### src/rtl/euclid_square_diff.sv
// Squares |px-cx| and |py-cy| with two lockstep serial shift-and-add multipliers.
// Optional EUCLID_SQ_EARLY_EXIT_EN: leave MUL once both remaining multipliers are zero.
module euclid_square_diff #(
  parameter int unsigned COORD_W = 16
) (
  input  logic                   sq_clk,
  input  logic                   sq_rst,
  input  logic                   start,
  input  logic [COORD_W-1:0]     px,
  input  logic [COORD_W-1:0]     py,
  input  logic [COORD_W-1:0]     cx,
  input  logic [COORD_W-1:0]     cy,
  output logic                   busy,
  output logic                   valid,
  output logic [2*COORD_W-1:0]   dx2,
  output logic [2*COORD_W-1:0]   dy2
);

  localparam int unsigned PW   = 2 * COORD_W;
  localparam int unsigned CntW = (COORD_W > 1) ? $clog2(COORD_W) : 1;
  localparam logic [CntW-1:0] CntLast = CntW'(COORD_W - 1);

  typedef enum logic [1:0] {StIdle, StDiff, StMul, StDone} state_e;

  state_e               state_q, state_d;
  logic [COORD_W-1:0]   px_q, px_d, py_q, py_d, cx_q, cx_d, cy_q, cy_d;
  logic [PW-1:0]        mcand_x_q, mcand_x_d, mcand_y_q, mcand_y_d;
  logic [COORD_W-1:0]   mplier_x_q, mplier_x_d, mplier_y_q, mplier_y_d;
  logic [PW-1:0]        acc_x_q, acc_x_d, acc_y_q, acc_y_d;
  logic [CntW-1:0]      cnt_q, cnt_d;
  logic                 busy_q, busy_d, valid_q, valid_d;
  logic [PW-1:0]        dx2_q, dx2_d, dy2_q, dy2_d;

  logic [COORD_W-1:0]   mx, my;
  logic [COORD_W-1:0]   mplier_x_sh, mplier_y_sh;
  logic                 mul_last;

  // Larger minus smaller keeps the difference within COORD_W bits unsigned.
  always_comb begin
    mx = (px_q >= cx_q) ? (px_q - cx_q) : (cx_q - px_q);
    my = (py_q >= cy_q) ? (py_q - cy_q) : (cy_q - py_q);
  end

  always_comb begin
    mplier_x_sh = mplier_x_q >> 1;
    mplier_y_sh = mplier_y_q >> 1;
`ifdef EUCLID_SQ_EARLY_EXIT_EN
    mul_last = (cnt_q == CntLast) ||
               ((mplier_x_sh == '0) && (mplier_y_sh == '0));
`else
    mul_last = (cnt_q == CntLast);
`endif
  end

  always_comb begin
    state_d    = state_q;
    px_d       = px_q;
    py_d       = py_q;
    cx_d       = cx_q;
    cy_d       = cy_q;
    mcand_x_d  = mcand_x_q;
    mcand_y_d  = mcand_y_q;
    mplier_x_d = mplier_x_q;
    mplier_y_d = mplier_y_q;
    acc_x_d    = acc_x_q;
    acc_y_d    = acc_y_q;
    cnt_d      = cnt_q;
    busy_d     = busy_q;
    valid_d    = 1'b0;
    dx2_d      = dx2_q;
    dy2_d      = dy2_q;

    unique case (state_q)
      StIdle: begin
        busy_d = 1'b0;
        if (start) begin
          px_d    = px;
          py_d    = py;
          cx_d    = cx;
          cy_d    = cy;
          busy_d  = 1'b1;
          state_d = StDiff;
        end
      end

      StDiff: begin
        mcand_x_d  = {{COORD_W{1'b0}}, mx};
        mcand_y_d  = {{COORD_W{1'b0}}, my};
        mplier_x_d = mx;
        mplier_y_d = my;
        acc_x_d    = '0;
        acc_y_d    = '0;
        cnt_d      = '0;
        busy_d     = 1'b1;
        state_d    = StMul;
`ifdef EUCLID_SQ_EARLY_EXIT_EN
        if ((mx == '0) && (my == '0)) begin
          busy_d  = 1'b0;
          state_d = StDone;
        end
`endif
      end

      StMul: begin
        if (mplier_x_q[0]) acc_x_d = acc_x_q + mcand_x_q;
        if (mplier_y_q[0]) acc_y_d = acc_y_q + mcand_y_q;
        mcand_x_d  = {mcand_x_q[PW-2:0], 1'b0};
        mcand_y_d  = {mcand_y_q[PW-2:0], 1'b0};
        mplier_x_d = mplier_x_sh;
        mplier_y_d = mplier_y_sh;
        cnt_d      = cnt_q + CntW'(1);
        if (mul_last) begin
          busy_d  = 1'b0;
          state_d = StDone;
        end
      end

      StDone: begin
        dx2_d   = acc_x_q;
        dy2_d   = acc_y_q;
        valid_d = 1'b1;
        busy_d  = 1'b0;
        state_d = StIdle;
        // A start here is accepted directly, giving back-to-back jobs.
        if (start) begin
          px_d    = px;
          py_d    = py;
          cx_d    = cx;
          cy_d    = cy;
          busy_d  = 1'b1;
          state_d = StDiff;
        end
      end

      default: begin
        busy_d  = 1'b0;
        state_d = StIdle;
      end
    endcase
  end

  always_ff @(posedge sq_clk) begin
    if (sq_rst) begin
      state_q    <= StIdle;
      px_q       <= '0;
      py_q       <= '0;
      cx_q       <= '0;
      cy_q       <= '0;
      mcand_x_q  <= '0;
      mcand_y_q  <= '0;
      mplier_x_q <= '0;
      mplier_y_q <= '0;
      acc_x_q    <= '0;
      acc_y_q    <= '0;
      cnt_q      <= '0;
      busy_q     <= 1'b0;
      valid_q    <= 1'b0;
      dx2_q      <= '0;
      dy2_q      <= '0;
    end else begin
      state_q    <= state_d;
      px_q       <= px_d;
      py_q       <= py_d;
      cx_q       <= cx_d;
      cy_q       <= cy_d;
      mcand_x_q  <= mcand_x_d;
      mcand_y_q  <= mcand_y_d;
      mplier_x_q <= mplier_x_d;
      mplier_y_q <= mplier_y_d;
      acc_x_q    <= acc_x_d;
      acc_y_q    <= acc_y_d;
      cnt_q      <= cnt_d;
      busy_q     <= busy_d;
      valid_q    <= valid_d;
      dx2_q      <= dx2_d;
      dy2_q      <= dy2_d;
    end
  end

  assign busy  = busy_q;
  assign valid = valid_q;
  assign dx2   = dx2_q;
  assign dy2   = dy2_q;

endmodule

### config.mk
export PLATFORM = sky130hd
export DESIGN_NAME = euclid_square_diff
export DESIGN_NICKNAME = d
export VERILOG_FILES = /design/src/rtl/euclid_square_diff.sv
export SDC_FILE = /design/constraint.sdc
export NUM_CORES = 1
export LEC_CHECK = 0
export CAP_MARGIN = 15
export CORE_MARGIN = 8
export CORE_UTILIZATION = 64
export DETAILED_ROUTE_END_ITERATION = 8
export PLACE_DENSITY = 0.95
export SLEW_MARGIN = 5
export SYNTH_ARGS = -nofsm -noshare
export SYNTH_HDL_FRONTEND = slang
export SYNTH_SLANG_ARGS = --single-unit
### constraint.sdc
create_clock -name sq_clk -period 4.6 [get_ports sq_clk]
set_input_delay 1.15 -clock sq_clk [delete_from_list [all_inputs] [get_ports sq_clk]]
set_output_delay 1.15 -clock sq_clk [all_outputs]
set_load 0.02 [all_outputs]
==> impl_metrics.yaml, run 1 <==
synth:
  synthDominantCellAreaShare_pct: 35.05
  synth_edf_count: 0
  ys.flop_type: "dfxtp_1"
  synth-seq-cells: 296
  async_flop_share_pct: 0
  synth.distinct_cells: 75
  synth_nets: 2232
  synth_area_um2: 16900
  syn_avg_cell_area_um2: 8.332
  yosysTopAreaCell: "dfxtp_1"
  ys_seq_area_share_pct: 35.05
  yosys.cell_count.top_type: "dfxtp_1"
  synth_common_cells: "dfxtp_1, nand2_1, nor2_1"
  ys_warn_count: 0
  syn_inst: 2029
  synthTopCellsByArea: "dfxtp_1, ha_1, mux2i_1"
job:
  maxCapViolCount: 0
clock_tree:
  numCtsBuffers: 31
  cts.sinks: 296
  cts_tree: "yes"
  ctsHoldBuffers: 0
  h-tree-depth: 1
  postCtsSetupRepairBufs: 0
  clk_latency_ps: 580
  clk_pin_slew_worst_paths_ps: 70
  cts_resized: 0
  root_buffer: "clkbuf_16"
  clockBufferDepth: 3
worst_hold_path:
  worstHoldEndpoint: "cx_q[15]"
  hold_class: "flip-flop to flip-flop"
  hold-path-cell-count: 2
  hp-start: "cx_q[15]"
worst_setup_path:
  cpLargestDelayFamily: "compound AO/OA/AOI/OAI gates"
  cp_cell_sequence: "inv_1 > ha_1 > fa_1 > and2b_1 > o211ai_1 > a21boi_0 > o21ai_0 > a211oi_1 > nor2_1 > o211ai_1 > mux2_2 > o221ai_1"
  cp_common_cell: "o211ai_1"
  cp_slowest_stage_delay_ps: 700
  crit_type: "flip-flop to flip-flop"
  reg2reg_setup_slack_ps: 1150
  crit_slowest_cell: "a211oi_1"
  timing.rr.end: "mcand_x_q[11]"
  crit_required_ps: 5080
  crit_arrival_ps: 3930
  critPathMaxFanout: 7
  crit_buf_inv: 1
  startpoint_type: "flip-flop"
  critPathCaptureType: "flip-flop"
  reg2reg_from: "px_q[0]"
  r2r_cells: 12
floorplan:
  die-area_um2: 31870
  ios: 133
  die_x_um: 178.5
  die_h_um: 178.5
  rows: 59
  core-area_um2: 25980
  start_util_pct: 65.06
route:
  antenna_left: 0
  num_vias: 15340
  avgViaCountPerCell: 6.256
  drt_first_pass_iters: 5
  wirelength_um: 43370
  dr.first_iter.drc_count: 1477
  wl_per_cell_um: 17.69
  drc_errors: 0
final_layout:
  fin_area_um2: 19480
  finalNonFillerCells: 2452
  nNetsFinal: 2297
  area.sequential_um2: 5926
  antenna_cells: 0
  fillerInstances: 1823
  drive_gt1_share_pct: 4.440
  syn_to_final_growth_pct: 15.23
  multi_input_area_um2: 10220
timing:
  rsz0062_at_grt: "no"
  timing.fmax_ghz: 0.2899
  finalSetupViolations: 0
  hold_viol_final: 0
  slew_headroom_pct: 25.84
  tightest_slew_ps: 1108
  final.period_utilization_pct: 74.98
  report.final.slew_viol_count: 0
  fin_tns_setup_ps: 0
  skew_ps: 24.78
  min_period_ps: 3449
power_and_ir_drop:
  switching_share_pct: 40.62
  intPower_uw: 6414
  p_leak_uw: 0.007898
  p_per_area_nw_per_um2: 554.5
  pwr-share-seq_pct: 28.8
  p_comb_share_pct: 45.7
  clkPwrFrac_pct: 25.5
  ir_drop_uv: 506.7
  power_switching_uw: 4388
place:
  placedCellCount: 2396
  place_congestion: 0.9327
  place_area_um2: 18360
  hpwl_um: 29720
  port_buffers: 132
global_route:
  gr-total-overflow: 0
  antenna_found_initial: 0
  grt_pass1_vias: 15020
  use_met3_pct: 4.276
  top_usage_layer: "met2"
  grt_pass1_wl_um: 72710
  grt_start_max_net_pins: 100
  grt_use_total_pct: 26.67
  use_met2_pct: 44.24
  grt_use_met1_pct: 34.51
status:
  status: "complete, no violations"
[worst max-delay path by stage]
stage | slack (ps) | cells past startpoint | endpoint | start
6_report | 1150 | 12 | mcand_x_q[11] | px_q[0]
5_1_grt | 910 | 12 | mcand_x_q[11] | px_q[0]
4_1_cts | 1170 | 12 | mcand_x_q[11] | px_q[0]
3_5_place_dp | 1210 | 12 | mcand_x_q[11] | px_q[0]
3_3_place_gp | 1340 | 12 | mcand_x_q[11] | px_q[0]
2_1_floorplan | 1680 | 12 | mcand_x_q[11] | px_q[0]
[per-layer routing]
layer | vias up | routed length (um)
li1 | 7366 | -
met1 | 7234 | 18720
met2 | 629 | 20280
met3 | 110 | 3003
met4 | 0 | 1371
met5 | - | 0
[power groups by stage]
stage	Combinational (uW)	Clock (uW)	Sequential, uW
final	4930	2750	3110
after global routing	5390	2880	3150
after floorplan	3780	0	3070
after CTS	4820	2780	3110
after detailed placement	4750	0	3150
after global placement	4620	0	3130
[placed cells by master, fill, tap and decap left out, types with 7 or more instances in the layout]
master / n
dfxtp_1: 296
nand2_1: 219
nor2_1: 172
a21oi_1: 163
clkdlybuf4s50_1: 131
ha_1: 127
inv_1: 94
mux2i_1: 90
o21ai_0: 82
nor2b_1: 73
a31oi_1: 64
a21o_1: 58
a22o_1: 51
xnor2_1: 46
clkbuf_16: 31
o22ai_1: 27
nor3_1: 25
nand3_1: 25
nand2b_1: 24
o21a_1: 22
xor2_1: 22
a22oi_1: 22
a211oi_1: 20
o2bb2ai_1: 18
o211ai_1: 17
buf_4: 16
and3_1: 11
o21bai_1: 9
o31ai_1: 8
nand4_1: 7
bufinv_16: 7
[metrics by stage]
stage | setup WS [ps] | power [uW] | hold WS, ps | utilization [%]
after floorplan | 1684 | 6854 | 436.3 | -
after global placement | 1339 | 7757 | 446.8 | 70.66
after detailed placement | 1209 | 7904 | 460.7 | 70.66
after CTS | 1165 | 10710 | 469.7 | 74.97
after global routing | 914.4 | 11420 | 483.6 | 74.97
final | 1151 | 10800 | 470.7 | 74.97
[area by class of cell]
cell class / count / share of cell area [%]
multi-input combinational: 1523 / 52.46
sequential: 296 / 30.42
timing repair buffer: 148 / 7.406
clock buffer: 38 / 4.271
tap: 335 / 2.152
inverter: 94 / 1.811
clock inverter: 18 / 1.477
[kinds of logic (layout without fill, tap and decap cells)]
family / Yosys count / after routing / share of synthesized area (%)
compound gates: 624 / 624 / 24.50
simple gates: 602 / 602 / 16.26
flops: 296 / 296 / 35.05
buf+inv: 210 / 298 / 4.803
fa+ha+maj: 136 / 136 / 10.33
mux: 93 / 93 / 5.529
xor+xnor: 68 / 68 / 3.523
[worst min-delay path, delay by kind of cell (launching register included)]
kind             cells  cell delay (ps)
flip-flops           1              310
AND/OR/NAND/NOR      1               60
AO/OA/AOI/OAI        1               60
[sequential cells by signal (all words and copies together), names as in the netlist]
signal,count
cx_q,16
px_q,16
acc_x_q,32
acc_y_q,32
mcand_y_q,32
cy_q,16
py_q,16
dx2,32
cnt_q,4
busy,1
dy2,32
state_q,2
mplier_y_q,16
mcand_x_q,32
mplier_x_q,16
valid,1
Note: power is estimated with default switching activity, not from simulation.
==> run 2: changes to the inputs <==
- CORE_UTILIZATION: 64 -> 54
- PLACE_DENSITY: 0.95 -> 0.9
- clock period: 4.6 -> 3.1 ns (I/O delays scaled with it)
==> impl_metrics.yaml, run 2 (synthesis gave the netlist of run 1 again) <==
floorplan:
  start_util_pct: 54.98
  die_x_um: 192.9
  ios: 133
  core-area_um2: 30750
  die-area_um2: 37220
  die_h_um: 192.9
  rows: 64
timing:
  slew_headroom_pct: 38.27
  tightest_slew_ps: 925.9
  rsz0062_at_grt: "yes"
  final.period_utilization_pct: 96.97
  skew_ps: 21.84
  timing.fmax_ghz: 0.3326
  finalSetupViolations: 0
  min_period_ps: 3006
  report.final.slew_viol_count: 0
  hold_viol_final: 0
worst_setup_path:
  cp_slowest_stage_delay_ps: 410
  crit_arrival_ps: 3430
  crit_slowest_cell: "fa_1"
  crit_buf_inv: 4
  cp_cell_sequence: "inv_1 > ha_1 > fa_1 > nor2b_2 > o31ai_2 > a21oi_2 > o21a_1 > buf_4 > o21ai_1 > nand2_1 > buf_4 > buf_4 > mux2i_1 > xnor2_2 > o22ai_1"
  crit_required_ps: 3520
  critPathMaxFanout: 5
  critPathCaptureType: "flip-flop"
  cpLargestDelayFamily: "compound AO/OA/AOI/OAI gates"
  cp_common_cell: "buf_4"
  startpoint_type: "flip-flop"
  crit_type: "flip-flop to flip-flop"
final_layout:
  final_common_cell: "dfxtp_1"
  mostFrequentLayoutCells: "dfxtp_1, nand2_1, nor2_1, a21oi_1, clkdlybuf4s50_1"
  finalNonFillerCells: 2567
  syn_to_final_growth_pct: 18.19
  antenna_cells: 0
  nNetsFinal: 2353
  drive_gt1_share_pct: 7.600
power_and_ir_drop:
  total_power_uw: 16330
  p_leak_uw: 0.008147
  p_per_area_nw_per_um2: 817.5
  ir_drop_uv: 636.8
place:
  place_congestion: 0.9189
  placedCellCount: 2509
  port_buffers: 132
  hpwl_um: 31150
global_route:
  grt_pass1_vias: 14550
  antenna_found_initial: 0
  grt_start_max_net_pins: 93
  grt_use_total_pct: 22.52
  grt_pass1_wl_um: 71350
  gr-total-overflow: 0
status:
  status: "complete, no violations"
clock_tree:
  ctsHoldBuffers: 0
  h-tree-depth: 1
  cts.sinks: 296
  clockBufferDepth: 3
  numCtsBuffers: 31
  root_buffer: "clkbuf_16"
  cts_tree: "yes"
  clk_latency_ps: 570
  clk_pin_slew_worst_paths_ps: 60
route:
  drc_errors: 0
  dr.first_iter.drc_count: 1004
  wirelength_um: 42510
  avgViaCountPerCell: 5.864
  drt_first_pass_iters: 5
  wl_per_cell_um: 16.56
  antenna_left: 0
  num_vias: 15050
worst_hold_path:
  hold_class: "flip-flop to flip-flop"
job:
  maxCapViolCount: 0
[run 2: changes by cell type in the layout (fill, tap and decap cells not counted), moves of 3 or more]
cell	change
buf_12	+4
o21ai_1	+3
bufinv_16	-6
buf_4	+52
o21ai_0	-3
clkbuf_8	+4
[run 2: layout make-up]
cell class                 instances  area [um^2]
fill                            2576        10770
clock inverter                    13        111.4
tap                              396        495.5
inverter                          94        352.8
multi-input combinational       1523        10300
timing repair buffer             204         1913
sequential                       296         5927
clock buffer                      41        883.3
[run 2: worst reg2reg max path: cells and delay by family (launching register included)]
family / cells / cell delay (ps)
AO/OA/AOI/OAI: 5 / 660
flip-flops: 1 / 350
multiplexers: 1 / 290
XOR/XNOR: 1 / 200
adder cells (fa/ha/maj): 2 / 620
buffers and inverters: 4 / 460
AND/OR/NAND/NOR: 2 / 290
[run 2: per-stage QoR]
| step | worst slack [ps] | util (%) | setup TNS (ps) | area (um^2) | hold slack (ps) |
|---|---|---|---|---|---|
| 4_1_cts | 4.120 | 64.62 | 0 | 19870 | 463.2 |
| 6_report | 93.82 | 64.97 | 0 | 19980 | 460.5 |
| 3_5_place_dp | -35.52 | 61.39 | -72.45 | 18880 | 453.5 |
| 2_1_floorplan | 183.7 | - | 0 | 16910 | 436.3 |
| 5_1_grt | -62.91 | 64.97 | -191.4 | 19980 | 493.9 |
| 3_3_place_gp | 101.6 | 61.39 | 0 | 18880 | 446.9 |
[run 2: timing repair]
action | in CTS | in global routing
setup endpoints to repair | 5 | 63
setup buffers | 0 | 4
hold endpoints to repair | 0 | 0
pin swaps | 0 | 6
resized for setup | 1 | 23
[run 2: final timing paths]
| path | from | end | slack, ps | cells after the start |
|---|---|---|---|---|
| worst min register to register | px_q[15] | px_q[15] | 460 | 2 |
| worst max register to register | py_q[0] | mplier_y_q[13] | 90 | 15 |
| worst max-delay path | py_q[0] | mplier_y_q[13] | 90 | 15 |
| worst min-delay path | px_q[15] | px_q[15] | 460 | 2 |
[run 2: report_power, final]
part / internal, uW / leakage [uW] / switching [uW] / total, uW
clock: 2070 / 0.000483 / 1530 / 3610
sequential: 4260 / 0.00240 / 345 / 4600
combinational: 3380 / 0.00526 / 4740 / 8120
[run 2: per-layer routing]
metal | track usage, % | part of all wire [%] | vias to the layer above | routed length, um
li1 | - | - | 7487 | -
met1 | 30.50 | 47 | 7008 | 19810
met2 | 37.41 | 45 | 465 | 19340
met3 | 2.968 | 5.2 | 93 | 2204
met4 | 6.095 | 2.7 | 0 | 1157
met5 | 0 | 0 | - | 0
==> run 3: changes to the inputs <==
- ABC_AREA: default -> 1
- CORE_UTILIZATION: 54 -> 55
==> impl_metrics.yaml, run 3 <==
worst_hold_path:
  hold-path-cell-count: 2
  hold_class: "flip-flop to flip-flop"
timing:
  report.final.slew_viol_count: 0
  timing.fmax_ghz: 0.4177
  skew_ps: 36.68
  slew_headroom_pct: 21.69
  min_period_ps: 2394
  tightest_slew_ps: 1175
  whs_ps: 471.0
  fin_tns_setup_ps: 0
  final.period_utilization_pct: 77.23
  rsz0062_at_grt: "no"
  hold_viol_final: 0
  finalSetupViolations: 0
final_layout:
  mostFrequentLayoutCells: "nand2_1, inv_1, a21oi_1, dfxtp_1, nor2_1"
  drive_gt1_share_pct: 4.087
  antenna_cells: 0
  nNetsFinal: 3438
  final_common_cell: "nand2_1"
  fillerInstances: 3207
  syn_to_final_growth_pct: 13.88
  fin_area_um2: 22220
synth:
  synth_area_um2: 19510
  synthDominantCellAreaShare_pct: 30.37
  yosysTopAreaCell: "dfxtp_1"
  syn_inst: 3152
  synth_common_cells: "nand2_1, inv_1, a21oi_1"
  synth_nets: 3355
  synth.distinct_cells: 46
  synth_edf_count: 0
  ys.flop_type: "dfxtp_1"
  synthTopCellsByArea: "dfxtp_1, nand2_1, inv_1"
  ys_warn_count: 0
  async_flop_share_pct: 0
  yosys.cell_count.top_type: "nand2_1"
  ys_seq_area_share_pct: 30.37
  synth-seq-cells: 296
  syn_avg_cell_area_um2: 6.191
clock_tree:
  root_buffer: "clkbuf_16"
  h-tree-depth: 2
  numCtsBuffers: 34
  cts_tree: "yes"
  postCtsSetupRepairBufs: 0
  cts.sinks: 296
  ctsHoldBuffers: 0
  clk_pin_slew_worst_paths_ps: 50
  clk_latency_ps: 540
  clockBufferDepth: 3
  cts_resized: 0
worst_setup_path:
  crit_type: "flip-flop to flip-flop"
  crit_required_ps: 3550
  critPathCaptureType: "flip-flop"
  cp.depth: 14
  startpoint_type: "flip-flop"
  crit_slowest_cell: "fa_1"
  cp_slowest_stage_delay_ps: 410
  crit_arrival_ps: 2850
  crit_buf_inv: 3
  critPathMaxFanout: 18
  cp_cell_sequence: "inv_1 > ha_1 > fa_1 > inv_1 > nand3_1 > nand2_1 > nand2_1 > nand3_1 > nand2_2 > nand2_4 > inv_2 > nand2_1 > nand3_1 > a21oi_1"
  r2r_cells: 14
  cpLargestDelayFamily: "simple AND/OR/NAND/NOR gates"
power_and_ir_drop:
  clkPwrFrac_pct: 21.4
  p_per_area_nw_per_um2: 851.4
  p_comb_share_pct: 53.1
  switching_share_pct: 45.71
  intPower_uw: 10270
  ir_drop_uv: 573.2
  power_switching_uw: 8649
  pwr-share-seq_pct: 25.5
  p_leak_uw: 0.01101
floorplan:
  rows: 69
  ios: 133
  start_util_pct: 55.40
  die_h_um: 204.4
  die-area_um2: 41760
  die_x_um: 204.4
  core-area_um2: 35220
status:
  status: "complete, no violations"
global_route:
  antenna_found_initial: 1
  grt_pass1_vias: 17890
  grt_start_max_net_pins: 127
  gr-total-overflow: 0
  grt_pass1_wl_um: 84350
  grt_use_total_pct: 23.78
route:
  dr.first_iter.drc_count: 1392
  drt_first_pass_iters: 6
  wirelength_um: 50550
  drc_errors: 0
  num_vias: 19410
  wl_per_cell_um: 13.61
  antenna_left: 0
  avgViaCountPerCell: 5.224
place:
  place_congestion: 0.9778
  place_area_um2: 21120
  port_buffers: 132
  hpwl_um: 37740
job:
  maxCapViolCount: 0
==> run 3: cell count changes after synthesis, moves of 74 or more <==
cell	before	now
nand3_1	25	186
o21ai_0	82	163
nor2b_1	74	0
nand2_1	219	933
inv_1	94	561
a21oi_1	163	306
mux2i_1	90	0
==> run 3: worst paths after layout <==
path                                      to     from  slack (ps)
worst max-delay path            mcand_x_q[1]  px_q[0]         710
worst min-delay path                    busy     busy         470
worst max register to register  mcand_x_q[1]  px_q[0]         710
worst min register to register          busy     busy         470
==> run 3: cell type report <==
cell class / instances / area [um^2] / area share, %
flip-flops and latches: 296 / 5926 / 26.67
well taps: 461 / 576.8 / 2.596
clock buffers: 47 / 980.9 / 4.414
repair buffers: 154 / 1496 / 6.734
multi-input cells: 2175 / 10960 / 49.32
inverters: 574 / 2160 / 9.718
clock inverters: 8 / 122.6 / 0.5518
==> run 3: tightest hold or removal path: cells and delay by family (launching register included) <==
kind               cells  cell delay (ps)
AOI/OAI and AO/OA      1               50
DFF                    1              310
and+or+nand+nor        1               60
==> run 3: routing by layer <==
layer | up-vias | wire [um] | track usage, % | part of all wire, %
li1 | 10050 | - | - | -
met1 | 8715 | 23100 | 31.47 | 46
met2 | 552 | 22540 | 38.82 | 45
met3 | 91 | 3711 | 4.137 | 7.3
met4 | 2 | 1180 | 7.765 | 2.3
met5 | - | 14 | 0 | 0.028
==> run 3: cells by family after synthesis <==
kind of cell | share of synthesized area (%)
AO/OA/AOI/OAI | 14.99
XOR/XNOR | 0.8528
adder cells (fa/ha/maj) | 8.951
buffers and inverters | 13.49
flip-flops | 30.37
AND/OR/NAND/NOR | 31.35
==> run 3: power groups by stage <==
stage	clock network (uW)	registers, uW	logic (uW)
final	4050	4830	10000
after global routing	4270	4900	11200
after CTS	4110	4830	9940
after detailed placement	0	4900	9860
after global placement	0	4880	9700
after floorplan	0	4990	7450
==> run 3: metrics by stage <==
step | setup slack [ps] | std cells | total power (uW) | util, %
after floorplan | 1085 | 3152 | 12440 | -
after global placement | 549.8 | 3660 | 14580 | 59.96
after detailed placement | 478.6 | 3660 | 14770 | 59.96
after CTS | 717.6 | 3715 | 18880 | 63.09
after global routing | 460.0 | 3715 | 20420 | 63.09
final | 705.8 | 3715 | 18920 | 63.09
